--- config.mk ---
export PLATFORM = sky130hd
export DESIGN_NAME = gcd_feeder
export DESIGN_NICKNAME = d
export VERILOG_FILES = /design/src/rtl/gcd_feeder.sv
export SDC_FILE = /design/constraint.sdc
export NUM_CORES = 1
export LEC_CHECK = 0
export BUFFER_PORTS_ARGS = -buffer_cell sky130_fd_sc_hd__buf_4
export CORE_MARGIN = 1.5
export CORE_UTILIZATION = 36
export CTS_BUF_LIST = sky130_fd_sc_hd__clkbuf_2 sky130_fd_sc_hd__clkbuf_4 sky130_fd_sc_hd__clkbuf_8
export CTS_CLUSTER_SIZE = 25
export DETAILED_ROUTE_END_ITERATION = 6
export PLACE_DENSITY_LB_ADDON = 0.1
export SYNTH_ARGS = -nofsm -noshare
export SYNTH_HDL_FRONTEND = slang
export SYNTH_SLANG_ARGS = --single-unit
--- constraint.sdc ---
create_clock -name clk -period 3.54 [get_ports clk]
set_clock_uncertainty 0.15 [all_clocks]
set_input_delay 0.531 -clock clk [delete_from_list [all_inputs] [get_ports clk]]
set_output_delay 0.531 -clock clk [all_outputs]
set_load 0.02 [all_outputs]
--- src/rtl/gcd_feeder.sv ---
// gcd_feeder: buffers operand pairs in a small FIFO and sequences them into
// an external serial-load GCD engine, then returns each result (or a timeout
// error) over a valid/ready result port.
//
// Ports:
//   clk, rst_n              clock, asynchronous active-low reset
//   in_valid/in_ready       operand pair handshake (in_a, in_b)
//   start, data_in          start pulse and serial operand bus to the GCD engine
//   done, gcd_result        completion level and result register of the engine
//   out_valid/out_ready     result handshake (out_data, out_err)
//   dbg_state               current controller state, for observation
//
// Handshake rule for both ports: a transfer happens on a posedge where valid
// and ready are both 1. in_ready depends only on the FIFO fill level, and
// out_valid holds with stable out_data/out_err until the transfer occurs.
module gcd_feeder #(
    parameter int WIDTH   = 16,
    parameter int DEPTH   = 2,
    parameter int TIMEOUT = 1024
) (
    input  logic             clk,
    input  logic             rst_n,
    input  logic             in_valid,
    input  logic [WIDTH-1:0] in_a,
    input  logic [WIDTH-1:0] in_b,
    output logic             in_ready,
    output logic             start,
    output logic [WIDTH-1:0] data_in,
    input  logic             done,
    input  logic [WIDTH-1:0] gcd_result,
    output logic             out_valid,
    output logic [WIDTH-1:0] out_data,
    output logic             out_err,
    input  logic             out_ready,
    output logic [2:0]       dbg_state
);

    localparam int AW = $clog2(DEPTH);
    localparam int CW = AW + 1;
    localparam int TW = $clog2(TIMEOUT) + 1;

    typedef enum logic [2:0] {
        S_IDLE   = 3'd0,
        S_START  = 3'd1,
        S_LOAD_A = 3'd2,
        S_LOAD_B = 3'd3,
        S_WAIT   = 3'd4,
        S_OUT    = 3'd5
    } state_t;

    state_t state, state_nxt;

    // Operand FIFO
    logic [WIDTH-1:0] fifo_a [DEPTH];
    logic [WIDTH-1:0] fifo_b [DEPTH];
    logic [AW-1:0]    wr_ptr, rd_ptr;
    logic [CW-1:0]    count;
    logic             push, pop;
    logic [WIDTH-1:0] head_a, head_b;

    // Holding registers and controller state
    logic [WIDTH-1:0] a_reg, b_reg;
    logic [WIDTH-1:0] data_hold;
    logic             done_q;
    logic [TW-1:0]    tmo_cnt;
    logic             done_rise, tmo_hit, head_zero;

    assign in_ready  = (count < CW'(DEPTH));
    assign push      = in_valid && in_ready;
    assign head_a    = fifo_a[rd_ptr];
    assign head_b    = fifo_b[rd_ptr];

    // Only a fresh low-to-high transition of done counts as completion, so a
    // level left high from an earlier run cannot finish the current one.
    assign done_rise = done && !done_q;
    assign tmo_hit   = (tmo_cnt == TW'(TIMEOUT - 1));
    assign head_zero = (head_a == '0) || (head_b == '0);

    always_ff @(posedge clk) begin
        if (push) begin
            fifo_a[wr_ptr] <= in_a;
            fifo_b[wr_ptr] <= in_b;
        end
    end

    // Pointers are AW bits wide, so they wrap modulo DEPTH on their own.
    always_ff @(posedge clk or negedge rst_n) begin
        if (!rst_n) begin
            wr_ptr <= '0;
            rd_ptr <= '0;
            count  <= '0;
        end else begin
            if (push) wr_ptr <= wr_ptr + AW'(1);
            if (pop)  rd_ptr <= rd_ptr + AW'(1);
            case ({push, pop})
                2'b10:   count <= count + CW'(1);
                2'b01:   count <= count - CW'(1);
                default: count <= count;
            endcase
        end
    end

    always_ff @(posedge clk or negedge rst_n) begin
        if (!rst_n) state <= S_IDLE;
        else        state <= state_nxt;
    end

    always_comb begin
        state_nxt = state;
        pop       = 1'b0;
        case (state)
            S_IDLE: begin
                // A high done means the engine has not yet been released by
                // its previous run; hold off until it falls.
                if (count != '0 && !done) begin
                    pop       = 1'b1;
                    state_nxt = head_zero ? S_OUT : S_START;
                end
            end
            S_START:  state_nxt = S_LOAD_A;
            S_LOAD_A: state_nxt = S_LOAD_B;
            S_LOAD_B: state_nxt = S_WAIT;
            S_WAIT: begin
                if (done_rise || tmo_hit) state_nxt = S_OUT;
            end
            S_OUT: begin
                if (out_ready) state_nxt = S_IDLE;
            end
            default: state_nxt = S_IDLE;
        endcase
    end

    always_ff @(posedge clk or negedge rst_n) begin
        if (!rst_n) begin
            a_reg     <= '0;
            b_reg     <= '0;
            data_hold <= '0;
            done_q    <= 1'b0;
            tmo_cnt   <= '0;
            out_data  <= '0;
            out_err   <= 1'b0;
        end else begin
            done_q    <= done;
            data_hold <= data_in;
            if (pop) begin
                a_reg <= head_a;
                b_reg <= head_b;
                // gcd(x, 0) = x; both zero yields 0 through the same select.
                if (head_zero) begin
                    out_data <= (head_a == '0) ? head_b : head_a;
                    out_err  <= 1'b0;
                end
            end
            case (state)
                S_LOAD_B: tmo_cnt <= '0;
                S_WAIT: begin
                    tmo_cnt <= tmo_cnt + TW'(1);
                    if (done_rise) begin
                        out_data <= gcd_result;
                        out_err  <= 1'b0;
                    end else if (tmo_hit) begin
                        out_data <= '0;
                        out_err  <= 1'b1;
                    end
                end
                default: ;
            endcase
        end
    end

    // The serial bus is driven from the holding registers while loading and
    // otherwise keeps the last value it carried.
    always_comb begin
        data_in = data_hold;
        case (state)
            S_START, S_LOAD_A: data_in = a_reg;
            S_LOAD_B:          data_in = b_reg;
            default:           data_in = data_hold;
        endcase
    end

    assign start     = (state == S_START);
    assign out_valid = (state == S_OUT);
    assign dbg_state = state;

endmodule

Word level (Yosys, flattened, before mapping)
Memory sizes are Yosys's and may differ from the RTL's. Index checks and enable logic that the tools add are counted.

Flip-flop bits (word level): 84. Bits in writable memories: 64. Input port bits: 53. Output and inout bits: 39. Logic and storage cells: 68. Memories kept: 2.

Add/sub/neg operators: 5. $lt $le $gt $ge: 1. Equal/unequal tests: 11. Mux-type cells: 23. Reductions and logical operators: 15.

Memories: fifo_a (words 2, bits a word 16, rd ports 1, clocked after memory_dff 0, wr ports 1, RTL line 54) `logic [WIDTH-1:0] fifo_a [DEPTH];`; fifo_b (words 2, bits a word 16, rd ports 1, clocked after memory_dff 0, wr ports 1, RTL line 55) `logic [WIDTH-1:0] fifo_b [DEPTH];`.

Operators with widths (count): 2-to-1 mux 16 bit (6); zero test 16 bit (2); one-hot mux 16 bit (2 select lines) (1); one-hot mux 11 bit (2 select lines) (1); one-hot mux 3 bit (6 select lines) (1); 2-to-1 mux 3 bit (4); adder 11 x 1 -> 11 bit (second input constant) (1); equality test 11 x 10 -> 1 bit (second input constant) (1); 2-to-1 mux 1 bit (9); equality test 3 x 2 -> 1 bit (second input constant) (2); equality test 3 bit (second input constant) (2); nonzero test 2 bit (3); != test 2 bit (second input constant) (2); one-hot mux 2 bit (2 select lines) (1); equality test 3 x 1 -> 1 bit (second input constant) (1); logical AND 1 bit (3); zero test 3 bit (1); AND reduction 3 bit (1); adder 1 bit (second input constant) (2); adder 2 x 1 -> 2 bit (second input constant) (1); equality test 2 x 1 -> 1 bit (second input constant) (1); equality test 2 bit (second input constant) (1); zero test 1 bit (2); logical OR 1 bit (2); 4 further kinds (4).

Longest topological paths before layout
Depth in word-level cells: 8. Depth in mapped cells: 9. Mapped depth without buffers: 8.

Least setup slack after synthesis
No wires, ideal clock.

Path type: register -> register. From: register count[1]. To: memory fifo_a[0][0], enable pin. Setup time: 0.421 ns. Data arrival time: 2.077 ns. Data required time: 2.969 ns. Setup slack: 0.892 ns. Stages on the path, launching flop included: 4. Path buffers: 0. Clock period less this slack: 2.648 ns. Cells stage by stage: dfrtp_1 -> inv_1 -> nand2_1 -> nor2_1.

Cells in the longest elaborated chain, start to end: 4.

RTL lines: start: declaration (RTL line 57) `logic [CW-1:0] count;`; start signal: assignment (RTL line 96) `2'b10: count <= count + CW'(1);`; start signal: assignment (RTL line 97) `2'b01: count <= count - CW'(1);`; start signal: assignment (RTL line 98) `default: count <= count;`; < comparator 2 bit (RTL line 68) `assign in_ready = (count < CW'(DEPTH));`; named net in_ready (RTL line 26) `output logic in_ready,`; logical AND 1 bit (RTL line 69) `assign push = in_valid && in_ready;`; 2-to-1 mux 1 bit (RTL line 80) `if (push) begin`; 2-to-1 mux 1 bit (not written as such) (RTL line 81) `fifo_a[wr_ptr] <= in_a;`; end: declaration (RTL line 54).

The timed path passes the listed nets, and every way through them passes these cells.

Final worst setup path
From: register state[0], in the netlist dbg_state[0]. To: output port data_in[1].

Cells in the longest elaborated chain, start to end: 3. Elaborated cells on any way between the ends: 5. Classes of those cells: eq/ne (3); mux (1); reduce/logical (1).

RTL lines: start: declaration (RTL line 51) `state_t state, state_nxt;`; start signal: assignment (RTL line 105) `else state <= state_nxt;`; equality test 3 x 1 -> 1 bit or equality test 3 x 2 -> 1 bit (tied branches) (RTL line 175) `case (state)`; OR reduction 2 bit (RTL line 175); one-hot mux 16 bit (2 select lines) * (RTL line 175); end: declaration (RTL line 28) `output logic [WIDTH-1:0] data_in,`.

Mark *: on every way between the ends. The rest lies on a longest branch, timed or not.

==> impl_metrics.py <==
metrics = {
    "grt": {
        "grt_max_degree": 85,
        "grt_pass1_vias": 4490,
        "grt_pass1_wl_mm": 25.1,
        "gr-total-overflow": 0,
        "grtUsageTotal_pct": 17.9,
        "antenna_found_initial": 0,
    },
    "power": {
        "power_frac_seq_pct": 42.4,
        "switchingPower_w": 0.00258,
        "power_frac_comb_pct": 37.2,
        "p_per_area_mw_per_mm2": 841,
        "ir_drop_mv": 0.480,
        "p_int_w": 0.00395,
        "switching_share_pct": 39.5,
        "p_total_w": 0.00652,
        "p_leak_nw": 3.25,
        "clkPwrFrac_pct": 20.4,
    },
    "status": {
        "status": "complete, no violations",
    },
    "sta": {
        "tightest_slew_ns": 1.07,
        "period_minus_slack_ns": 3.07,
        "hold_viol_final": 0,
        "slew_viol_final": 0,
        "setup_viol": 0,
        "rsz0062_at_grt": "no",
        "tns_ns": 0,
        "timing.final.crit_share_pct": 86.7,
        "fmax_ghz": 0.326,
        "relSlewSlack_pct": 28.7,
    },
    "place": {
        "dp_hpwl_mm": 11.4,
        "routabilityCongestion": 0.829,
        "portBuffers": 91,
    },
    "cts": {
        "cts_resized": 0,
        "clk_pin_slew_ns": 0.09,
        "h-tree-depth": 4,
        "cts_root_buf": "clkbuf_8",
        "cts_hold_buf": 0,
        "cts_sinks": 148,
        "numCtsBuffers": 17,
        "cts_tree": "yes",
        "clk_latency_ns": 0.46,
        "clock_path_buffers": 2,
        "cts_setup_buffers": 0,
    },
    "logic_synthesis": {
        "yosysTopAreaCell": "dfrtp_1",
        "syn_area_mm2": 0.00649,
        "synth_fp_nets": 607,
        "ys_seq_elements": 148,
        "synth_common_cells": "84 x dfrtp_1, 79 x nand2_1, 77 x o21ai_0",
        "synthTopCellsByArea": "dfrtp_1 32%, edfxtp_1 30%, o21ai_0 5.9%",
        "postSynthAreaPerCell_um2": 11.8,
        "syn-instance-count": 552,
        "synth_most_common_cell": "dfrtp_1",
        "ys_async_sr_fraction_pct": 56.8,
        "synth.top_cell.area_share_pct": 32.4,
        "ys.warnings.count": 0,
        "synth_edf_count": 64,
        "synthFlopType": "dfrtp_1",
        "synthDistinctLibCells": 53,
        "ys_seq_area_share_pct": 62.0,
    },
    "worst_setup_path": {
        "start_kind": "register",
        "cp.required_ns": 2.86,
        "path_max_fanout": 16,
        "critPathKind": "register to primary output",
        "end_kind": "primary output",
        "worstPathArrival_ns": 2.39,
    },
    "routing": {
        "routedWlPerCell_um": 18.1,
        "postRouteAntennaNets": 0,
        "drc": 0,
        "via_count": 4487,
        "dr.first_iter.drc_count": 240,
        "vias_per_cell": 5.13,
        "wirelength_mm": 15.8,
        "first_pass_iters": 6,
    },
    "final_layout": {
        "n_fill_cell": 1630,
        "area_delta_synth_final_pct": 19.7,
        "top_regs": "fifo_a: 32 flops, fifo_b: 32 flops",
        "diodes": 0,
        "final_nets": 692,
        "drive_gt1_share_pct": 24.6,
    },
    "floorplan": {
        "ioPinCount": 92,
        "die_w_um": 137,
        "die_h_um": 137,
        "start_util_pct": 37.1,
        "rows": 48,
        "core_mm2": 0.0175,
        "dieArea_mm2": 0.0188,
    },
    "worst_hold_path": {
        "min_path_type": "input pin to register",
    },
    "flow_run": {
        "cap_violations": 0,
    },
}
[worst max-delay path, stage by stage, from the launching register on]
cell and delay, ns:
dfrtp_1 0.38, nor2b_1 0.81, a22oi_1 0.22, o21ai_0 0.32
buf_4 0.21
[through the flow]
stage	std cells	instance area (um^2)	setup slack, ns	hold slack (ns)	utilization (%)
2_1_floorplan	552	6490	0.892	0.0854	-
3_3_place_gp	843	7370	0.772	0.309	42.2
3_5_place_dp	843	7370	0.688	0.317	42.2
4_1_cts	875	7760	0.386	0.0208	44.4
5_1_grt	875	7760	0.184	0.0311	44.4
6_report	875	7760	0.470	0.0526	44.4
[layer usage]
layer / vias to the layer above / global-route usage [%] / share of wire, %
met2: 92 / 25.8 / 44
li1: 2205 / - / -
met4: 0 / 5.73 / 0.73
met3: 9 / 3.79 / 3.7
met5: - / 0 / 0
met1: 2181 / 26.9 / 51
[cell usage in the layout (no fill, tap or decap), types with 6 or more instances in the layout]
master and instances:
inv_1 6, mux2i_1 37, a22oi_1 17, dfrtp_1 83, nor4_1 6, edfxtp_1 64, o21ai_0 77, buf_4 99
xnor2_1 6, nor3_1 7, nand2b_1 14, clkbuf_8 17, mux2_2 16, inv_6 6, nor2_1 15, nand3_1 17
nand2_1 78, o2111ai_1 12
[area by class of cell]
type	instances	area, um^2	share of cell area (%)
well taps	225	282	3.63
flip-flops and latches	148	4030	51.9
repair buffers	99	743	9.57
clock buffers	17	234	3.01
clock inverters	15	160	2.06
multi-input cells	365	2300	29.6
inverters	6	22.5	0.290
[power groups by stage]
stage          combinational, W  clock (W)  sequential, W
2_1_floorplan           0.00155          0        0.00272
3_3_place_gp            0.00241          0        0.00279
3_5_place_dp            0.00245          0        0.00280
4_1_cts                 0.00246    0.00137        0.00276
5_1_grt                 0.00270    0.00145        0.00284
6_report                0.00243    0.00133        0.00276
[logic make-up after synthesis]
family	Yosys count	share of synthesized area [%]
AND/OR/NAND/NOR	170	12.8
flip-flops	148	62.0
AO/OA/AOI/OAI	133	12.7
multiplexers	53	8.49
buffers and inverters	39	2.66
XOR/XNOR	7	0.945
adder cells (fa/ha/maj)	2	0.386
[final timing paths]
kind                            cells after the start         start  slack [ns]      endpoint
worst min register to register                      2      b_reg[6]        0.33      b_reg[6]
min in group asynchronous                           1         rst_n        0.10    tmo_cnt[9]
max in group asynchronous                           1         rst_n        2.39        rd_ptr
worst max register to register                      7        rd_ptr        0.70  out_data[14]
worst min-delay path                                1          done        0.05        done_q
worst max-delay path                                4  dbg_state[0]        0.47    data_in[1]
Note: power is estimated with default switching activity, not from simulation.
